### config.mk
export PLATFORM = sky130hd
export DESIGN_NAME = pc_fetch_unit
export DESIGN_NICKNAME = d
export VERILOG_FILES = /design/src/rtl/mips_fetch_pkg.sv /design/src/rtl/next_pc_calc.sv /design/src/rtl/pc_fetch_unit.sv
export SDC_FILE = /design/constraint.sdc
export NUM_CORES = 1
export LEC_CHECK = 0
export CAP_MARGIN = 25
export CORE_UTILIZATION = 41
export CTS_BUF_LIST = sky130_fd_sc_hd__clkbuf_4
export CTS_CLUSTER_SIZE = 16
export DETAILED_ROUTE_END_ITERATION = 8
export PLACE_DENSITY = 0.81
export SYNTH_ARGS = -nofsm -noshare
export SYNTH_HDL_FRONTEND = slang
export SYNTH_SLANG_ARGS = --single-unit
### constraint.sdc
create_clock -name clk -period 3.4 [get_ports clk]
set_clock_uncertainty 0.05 [all_clocks]
set_input_delay 0.68 -clock clk [delete_from_list [all_inputs] [get_ports clk]]
set_output_delay 0.68 -clock clk [all_outputs]
set_load 0.02 [all_outputs]
### src/rtl/mips_fetch_pkg.sv
// Shared types and constants for the MIPS fetch stage.
// Consumers import mips_fetch_pkg::*.
package mips_fetch_pkg;

    typedef enum logic [1:0] {
        RESET_WAIT,
        FETCH,
        HOLD,
        ERR
    } fetch_state_t;

    localparam logic [31:0] DEFAULT_RESET_PC = 32'h0040_0000;

    // Field widths of the I-type immediate and the J-type index
    localparam int IMM16  = 16;
    localparam int JIDX26 = 26;

endpackage

### src/rtl/next_pc_calc.sv
// Combinational next-PC selection: jr > jmp > branch > sequential.
// Raw target is returned; alignment policy lives in the fetch unit.
module next_pc_calc
    import mips_fetch_pkg::*;
(
    input  logic [31:0] pc_plus4,
    input  logic [31:0] instr,
    input  logic        br_taken,
    input  logic        jmp,
    input  logic        jr,
    input  logic [31:0] rs_val,
    output logic [31:0] next_pc
);

    logic [31:0] br_off;
    logic [31:0] br_tgt;
    logic [31:0] j_tgt;
    logic        unused_hi;

    assign br_off = {{(32-IMM16-2){instr[IMM16-1]}},
                     instr[IMM16-1:0], 2'b00};
    assign br_tgt = pc_plus4 + br_off;
    assign j_tgt  = {pc_plus4[31:28], instr[JIDX26-1:0], 2'b00};

    assign unused_hi = ^instr[31:JIDX26];

    // Several selects may be high together; order encodes priority
    always_comb begin
        next_pc = pc_plus4;
        priority case (1'b1)
            jr:       next_pc = rs_val;
            jmp:      next_pc = j_tgt;
            br_taken: next_pc = br_tgt;
            default:  next_pc = pc_plus4;
        endcase
    end

endmodule

### src/rtl/pc_fetch_unit.sv
// PC register and instruction fetch over a req/ack handshake.
// Optional FETCH_ALIGN_CHECK_EN traps misaligned targets into ERR.
module pc_fetch_unit
    import mips_fetch_pkg::*;
#(
    parameter logic [31:0] RESET_PC = DEFAULT_RESET_PC
) (
    input  logic        clk,
    input  logic        rst,
    output logic        imem_req,
    output logic [31:0] imem_addr,
    input  logic        imem_ack,
    input  logic [31:0] imem_rdata,
    output logic [31:0] instr,
    output logic        instr_valid,
    input  logic        instr_ready,
    input  logic        br_taken,
    input  logic        jmp,
    input  logic        jr,
    input  logic [31:0] rs_val,
    output logic [31:0] pc,
    output logic [31:0] pc_plus4,
    output logic [31:0] retire_cnt,
    output logic        fetch_err
);

    fetch_state_t state;
    logic [31:0]  npc_raw;
    logic [31:0]  npc;
    logic         misalign;

    assign pc_plus4  = pc + 32'd4;
    assign imem_addr = pc;

    next_pc_calc u_next_pc (
        .pc_plus4 (pc_plus4),
        .instr    (instr),
        .br_taken (br_taken),
        .jmp      (jmp),
        .jr       (jr),
        .rs_val   (rs_val),
        .next_pc  (npc_raw)
    );

`ifdef FETCH_ALIGN_CHECK_EN
    assign npc      = npc_raw;
    assign misalign = |npc_raw[1:0];
`else
    logic unused_lo;
    assign unused_lo = ^npc_raw[1:0];
    assign npc       = {npc_raw[31:2], 2'b00};
    assign misalign  = 1'b0;
`endif

    always_ff @(posedge clk or posedge rst) begin
        if (rst) begin
            state       <= RESET_WAIT;
            pc          <= RESET_PC;
            instr       <= 32'd0;
            instr_valid <= 1'b0;
            imem_req    <= 1'b0;
            retire_cnt  <= 32'd0;
            fetch_err   <= 1'b0;
        end else begin
            unique case (state)
                RESET_WAIT: begin
                    state    <= FETCH;
                    imem_req <= 1'b1;
                end
                FETCH: begin
                    if (imem_ack) begin
                        instr       <= imem_rdata;
                        imem_req    <= 1'b0;
                        instr_valid <= 1'b1;
                        state       <= HOLD;
                    end
                end
                HOLD: begin
                    if (instr_ready) begin
                        retire_cnt  <= retire_cnt + 32'd1;
                        instr_valid <= 1'b0;
                        // A bad target still retires the current instr
                        if (misalign) begin
                            fetch_err <= 1'b1;
                            state     <= ERR;
                        end else begin
                            pc       <= npc;
                            imem_req <= 1'b1;
                            state    <= FETCH;
                        end
                    end
                end
                ERR: begin
                    imem_req    <= 1'b0;
                    instr_valid <= 1'b0;
                end
                default: state <= RESET_WAIT;
            endcase
        end
    end

endmodule

* After elaboration in Yosys (flattened, before gate mapping)
Cells that the tools add are included.
Cells by class: add/subtract/negate cells 3, equality and inequality tests 5, muxes and demuxes 12, reduce and logical (&&, ||, !) cells 8
Operators with widths (number):
- 32-bit two-way mux | 3
- 32-bit by 1-bit adder with 32-bit output, second input constant | 1
- 32-bit by 3-bit adder with 32-bit output, second input constant | 1
- 32-bit adder | 1
- 2-bit case mux with 3 select lines | 1
- 2-bit AND reduction | 3
- 3-bit AND reduction | 2
- 3-bit nonzero test | 2
- 2-bit == test, second input constant | 2
- 1-bit two-way mux | 4
- 2-bit two-way mux | 2
- 2-bit inequality test, second input constant | 2
- 1-bit case mux with 4 select lines | 1
- 1-bit case mux with 3 select lines | 1
- 2-bit by 1-bit == test with 1-bit output, second input constant | 1
- 2-bit logical NOT | 1
Storage, ports and cells: register bits 98, bits of input ports 71, logic and storage cells 34

* Depth between registers and ports, before layout
depth in word-level cells 5, gate-level depth with buffers 17

* Cells and area by module
Synthesis repeated with hierarchy kept, for this count alone.
Second synthesis, totals: cell total of the unflattened synthesis 817, area total of the unflattened synthesis 7190.6 µm²
Modules (own cells, without submodules):
- pc_fetch_unit | instances 1, cells an instance 472, area an instance 4808.4 µm², seq. area each 2453.6 µm²
- next_pc_calc | instances 1, cells an instance 345, area an instance 2382.3 µm², seq. area each 0.0 µm²

* Least setup slack after synthesis
Ideal clock, no wire load.
path kind register to register, start register pc[9] (netlist: imem_addr[9]), end register pc[31] (netlist: imem_addr[31]), setup time 136 ps, data arrival time 3799 ps, data required time 3214 ps, path slack -585 ps, stages on the path, launching flop included 18, cell sequence dfrtp_1 -> and4_1 -> and4_1 -> nand4_1 -> nor2_2 -> nand2_1 -> xnor2_1 -> ha_1 -> clkbuf_1 -> a21o_1 -> a21oi_1 -> nor2b_1 -> a2111o_1 -> a31oi_1 -> o21bai_1 -> mux2i_1 -> xnor2_1 -> o211ai_1
On the way: longest elaborated chain between the ends 5
Ends and longest elaborated chain:
- from (decl) | line pc_fetch_unit.sv:21 | output logic [31:0] pc,
- from (signal assigned) | line pc_fetch_unit.sv:87 | pc <= npc;
- 32-bit by 3-bit adder with 32-bit output | line pc_fetch_unit.sv:32 | assign pc_plus4 = pc + 32'd4;
- via pc_plus4[24] | line pc_fetch_unit.sv:22 | output logic [31:0] pc_plus4,
- 32-bit adder | line next_pc_calc.sv:22 | assign br_tgt = pc_plus4 + br_off;
- 32-bit two-way mux (3 in a row) | line next_pc_calc.sv:30 | priority case (1'b1)
The timed path passes the listed nets, and every way through them passes these cells. A chain may end at the register's enable or synchronous reset.

* Worst setup path in the final report
start register pc[7] (netlist: imem_addr[7]), end output port pc_plus4[31]
On the way: longest elaborated chain between the ends 1
Ends and longest elaborated chain (line):
- 32-bit by 3-bit adder with 32-bit output | pc_fetch_unit.sv:32
- to (decl) | pc_fetch_unit.sv:22
Every way passes these cells.

==> impl_metrics.py <==
metrics = {
    "layout": {
        "finalCoreUtilization": 0.649,
        "final_nets": 1189,
        "area_delta_synth_final_pct": 54.2,
        "most-common-layout-cells": "205 x clkdlybuf4s50_1, 119 x buf_4, 87 x nand2_1, 87 x dfrtp_1, 51 x a21oi_1",
        "mostFrequentLayoutCell": "clkdlybuf4s50_1",
        "final_cells": 1307,
        "drive_gt1_frac": 0.255,
        "fin_area_sq_um": 10800,
    },
    "cts": {
        "clock_latency_ns": 0.53,
        "cts_made_buffers": 9,
        "clk_pin_slew_ns": 0.18,
        "clockBufferDepth": 2,
        "cts.root.buffer_cell": "clkbuf_4",
        "cts_tree": "yes",
        "ctsHoldBuffers": 0,
        "clock-sinks": 98,
        "htreeDepth": 3,
    },
    "global_route": {
        "grt_max_degree": 58,
        "globalRoute.totalOverflow": 0,
        "grt_pass1_wl_um": 38000,
        "groute.layer.met2.usage": 0.450,
        "grtUsageMet3": 0.0479,
        "grt_pass1_vias": 7071,
        "grt_util_met1": 0.357,
        "grt_busiest_layer": "met2",
        "grt_usage": 0.275,
        "antenna_found_initial": 1,
    },
    "setup_path": {
        "cp-start-kind": "register",
        "crit_slowest_cell": "dfrtp_2",
        "critPathKind": "register to primary output",
        "arrival_ns": 2.71,
        "cp_cell_sequence": "and4_4 -> and4_4 -> and4_4 -> nand4_4 -> buf_4 -> buf_4 -> nor2_4 -> xor2_2 -> buf_6",
        "cpPeakStageDelay_ns": 0.42,
        "crit_buf_inv": 3,
        "cp_max_fo": 4,
        "critical-path-top-delay-family": "simple AND/OR/NAND/NOR gates",
        "cp.required_ns": 2.67,
        "crit_top_cell": "and4_4",
        "setup.worst_path.end_class": "primary output",
    },
    "floorplan": {
        "dieArea_sq_um": 17600,
        "initial_core_util": 0.421,
        "chipHeight_um": 133,
        "rows": 47,
        "fp.dieW_um": 133,
        "io_pins": 234,
        "core_sq_um": 16600,
    },
    "sta": {
        "period_needed_ns": 3.44,
        "hold_viol": 0,
        "worst_hold_slack_ns": 0.360,
        "finalSetupViolCount": 3,
        "max_freq_mhz": 291,
        "slew_headroom": 0.612,
        "finalCritPeriodShare": 1.01,
        "tightest_slew_ns": 0.582,
        "rsz0062_at_grt": "true",
        "setup_slack_ns": -0.0388,
        "final-max-slew-violation-count": 0,
    },
    "placement": {
        "detailed_place_hpwl_um": 18300,
        "placedCellCount": 1276,
        "gp_congestion": 0.937,
        "port_buffers": 224,
        "preCtsSetupSlack_ns": -0.239,
        "dpl_cell_area_sq_um": 10100,
    },
    "routing": {
        "wl_um": 24400,
        "vias": 7302,
        "firstDrtPassIters": 5,
        "wl_per_cell_um": 18.7,
        "via_per_inst": 5.59,
        "drc": 0,
        "ant_nets": 0,
        "drtIter0Drc": 573,
    },
    "outcome": {
        "violations": "negative setup slack",
        "status": "finished, violations left",
    },
    "yosys": {
        "ys_seq_elements": 98,
        "synth_area_leader_cell": "dfrtp_1",
        "synth_cell_types": 65,
        "synthCells": 790,
        "syn_avg_cell_area_sq_um": 8.87,
        "synth_edf_count": 0,
        "synth_top_area_frac": 0.346,
        "yosysSeqAreaShare": 0.350,
        "async_reset_ff_frac": 1.00,
        "synth.area.top_cells": "dfrtp_1 35%, xnor2_1 7.5%, ha_1 6.6%, mux2_2 5.3%, nand2_1 4.9%",
        "yosys_most_used_dff": "dfrtp_1",
        "synth_area_sq_um": 7010,
        "ys.warnings.count": 0,
    },
    "power": {
        "peakVddDrop_mv": 0.717,
        "p_per_area_nw_per_um2": 948,
        "p_leak_nw": 4.84,
    },
    "min_path": {
        "min_path_type": "primary input to async pin",
    },
    "job": {
        "drv_cap": 0,
    },
}
-- state kept, by name, summed over array words and instances, names as in the netlist --
register,flops
imem_addr,30
imem_req,1
instr,32
instr_valid,1
retire_cnt,32
state,2
-- repair_timing --
item,4_1_cts,5_1_grt
setup buffers,9,4
gates resized for setup,55,72
pin swaps,22,49
setup endpoints to repair,26,31
-- report_power, final --
part / total [W] / internal [W] / switching [W]
Clock: 0.000674 / 0.000175 / 0.000499
Sequential: 0.00197 / 0.00153 / 0.000441
Combinational: 0.00760 / 0.00370 / 0.00390
-- path summary, 6_finish.rpt --
kind | from | to | slack [ns] | cells past startpoint
min in group clk | retire_cnt[31] | retire_cnt[31] | 0.45 | 1
hold / removal | rst | instr[19] | 0.36 | 2
hold reg to reg | retire_cnt[31] | retire_cnt[31] | 0.45 | 1
max in group asynchronous | rst | imem_addr[9] | 2.25 | 3
setup / recovery | imem_addr[7] | pc_plus4[31] | -0.04 | 9
setup reg to reg | imem_addr[7] | imem_addr[31] | -0.02 | 14
-- worst reg2reg max path, cell delays in order, from the launching register on --
cell,delay (ns)
dfrtp_2,0.42
and4_4,0.24
and4_4,0.24
and4_4,0.28
nand4_4,0.17
buf_4,0.21
nor2_2,0.13
xor2_2,0.20
ha_1,0.28
a2111o_1,0.37
a31oi_1,0.15
o21bai_1,0.12
mux2i_1,0.19
xnor2_1,0.15
o211ai_1,0.10
-- layer usage --
layer,vias up,part of all wire
met4,0,0.039
li1,3366,-
met2,337,0.48
met5,-,0
met3,68,0.069
met1,3531,0.42
-- final cells by class --
type / instances / area (sq um)
inverters: 17 / 66.3
fillers: 1315 / 5840
well taps: 220 / 275
clock buffers: 9 / 67.6
clock inverters: 7 / 78.8
diodes: 2 / 5.00
repair buffers: 344 / 3160
multi-input cells: 610 / 4680
flip-flops and latches: 98 / 2470
-- through the flow --
stage               total power, W  setup TNS, ns
floorplan                  0.00595          -1.71
global placement           0.00879         -0.502
detailed placement         0.00889         -0.855
CTS                        0.00971        -0.0530
global route                0.0109         -0.822
finish                      0.0102        -0.0684
-- synth_stat cells (4+ instances only) --
cell type  number
a21o_1         13
nor2_1         54
a221oi_1        4
o21bai_1        8
o22ai_1         4
nand3_1        25
a22oi_1         4
and4_1          5
clkbuf_1       28
inv_1          15
mux2_2         33
nand4_1        16
a211oi_1        6
o21ai_0        45
and3_1         25
nand2b_1        4
o21a_1          7
a31oi_1         6
mux2i_1         7
nor3_1          8
xnor2_1        60
o211ai_1        8
a21oi_1        62
nand2_1        91
ha_1           37
buf_4          38
xor2_1         21
dfrtp_1        97
-- logic make-up after synthesis --
group                    count (synthesis)  share of synthesized area
flip-flops                              98                      0.350
AND/OR/NAND/NOR                        245                      0.167
adder cells (fa/ha/maj)                 38                     0.0689
AO/OA/AOI/OAI                          198                      0.178
buffers and inverters                   88                     0.0679
XOR/XNOR                                82                      0.104
multiplexers                            40                     0.0630
other                                    1                   0.000535
(Power assumes the default switching activity.)
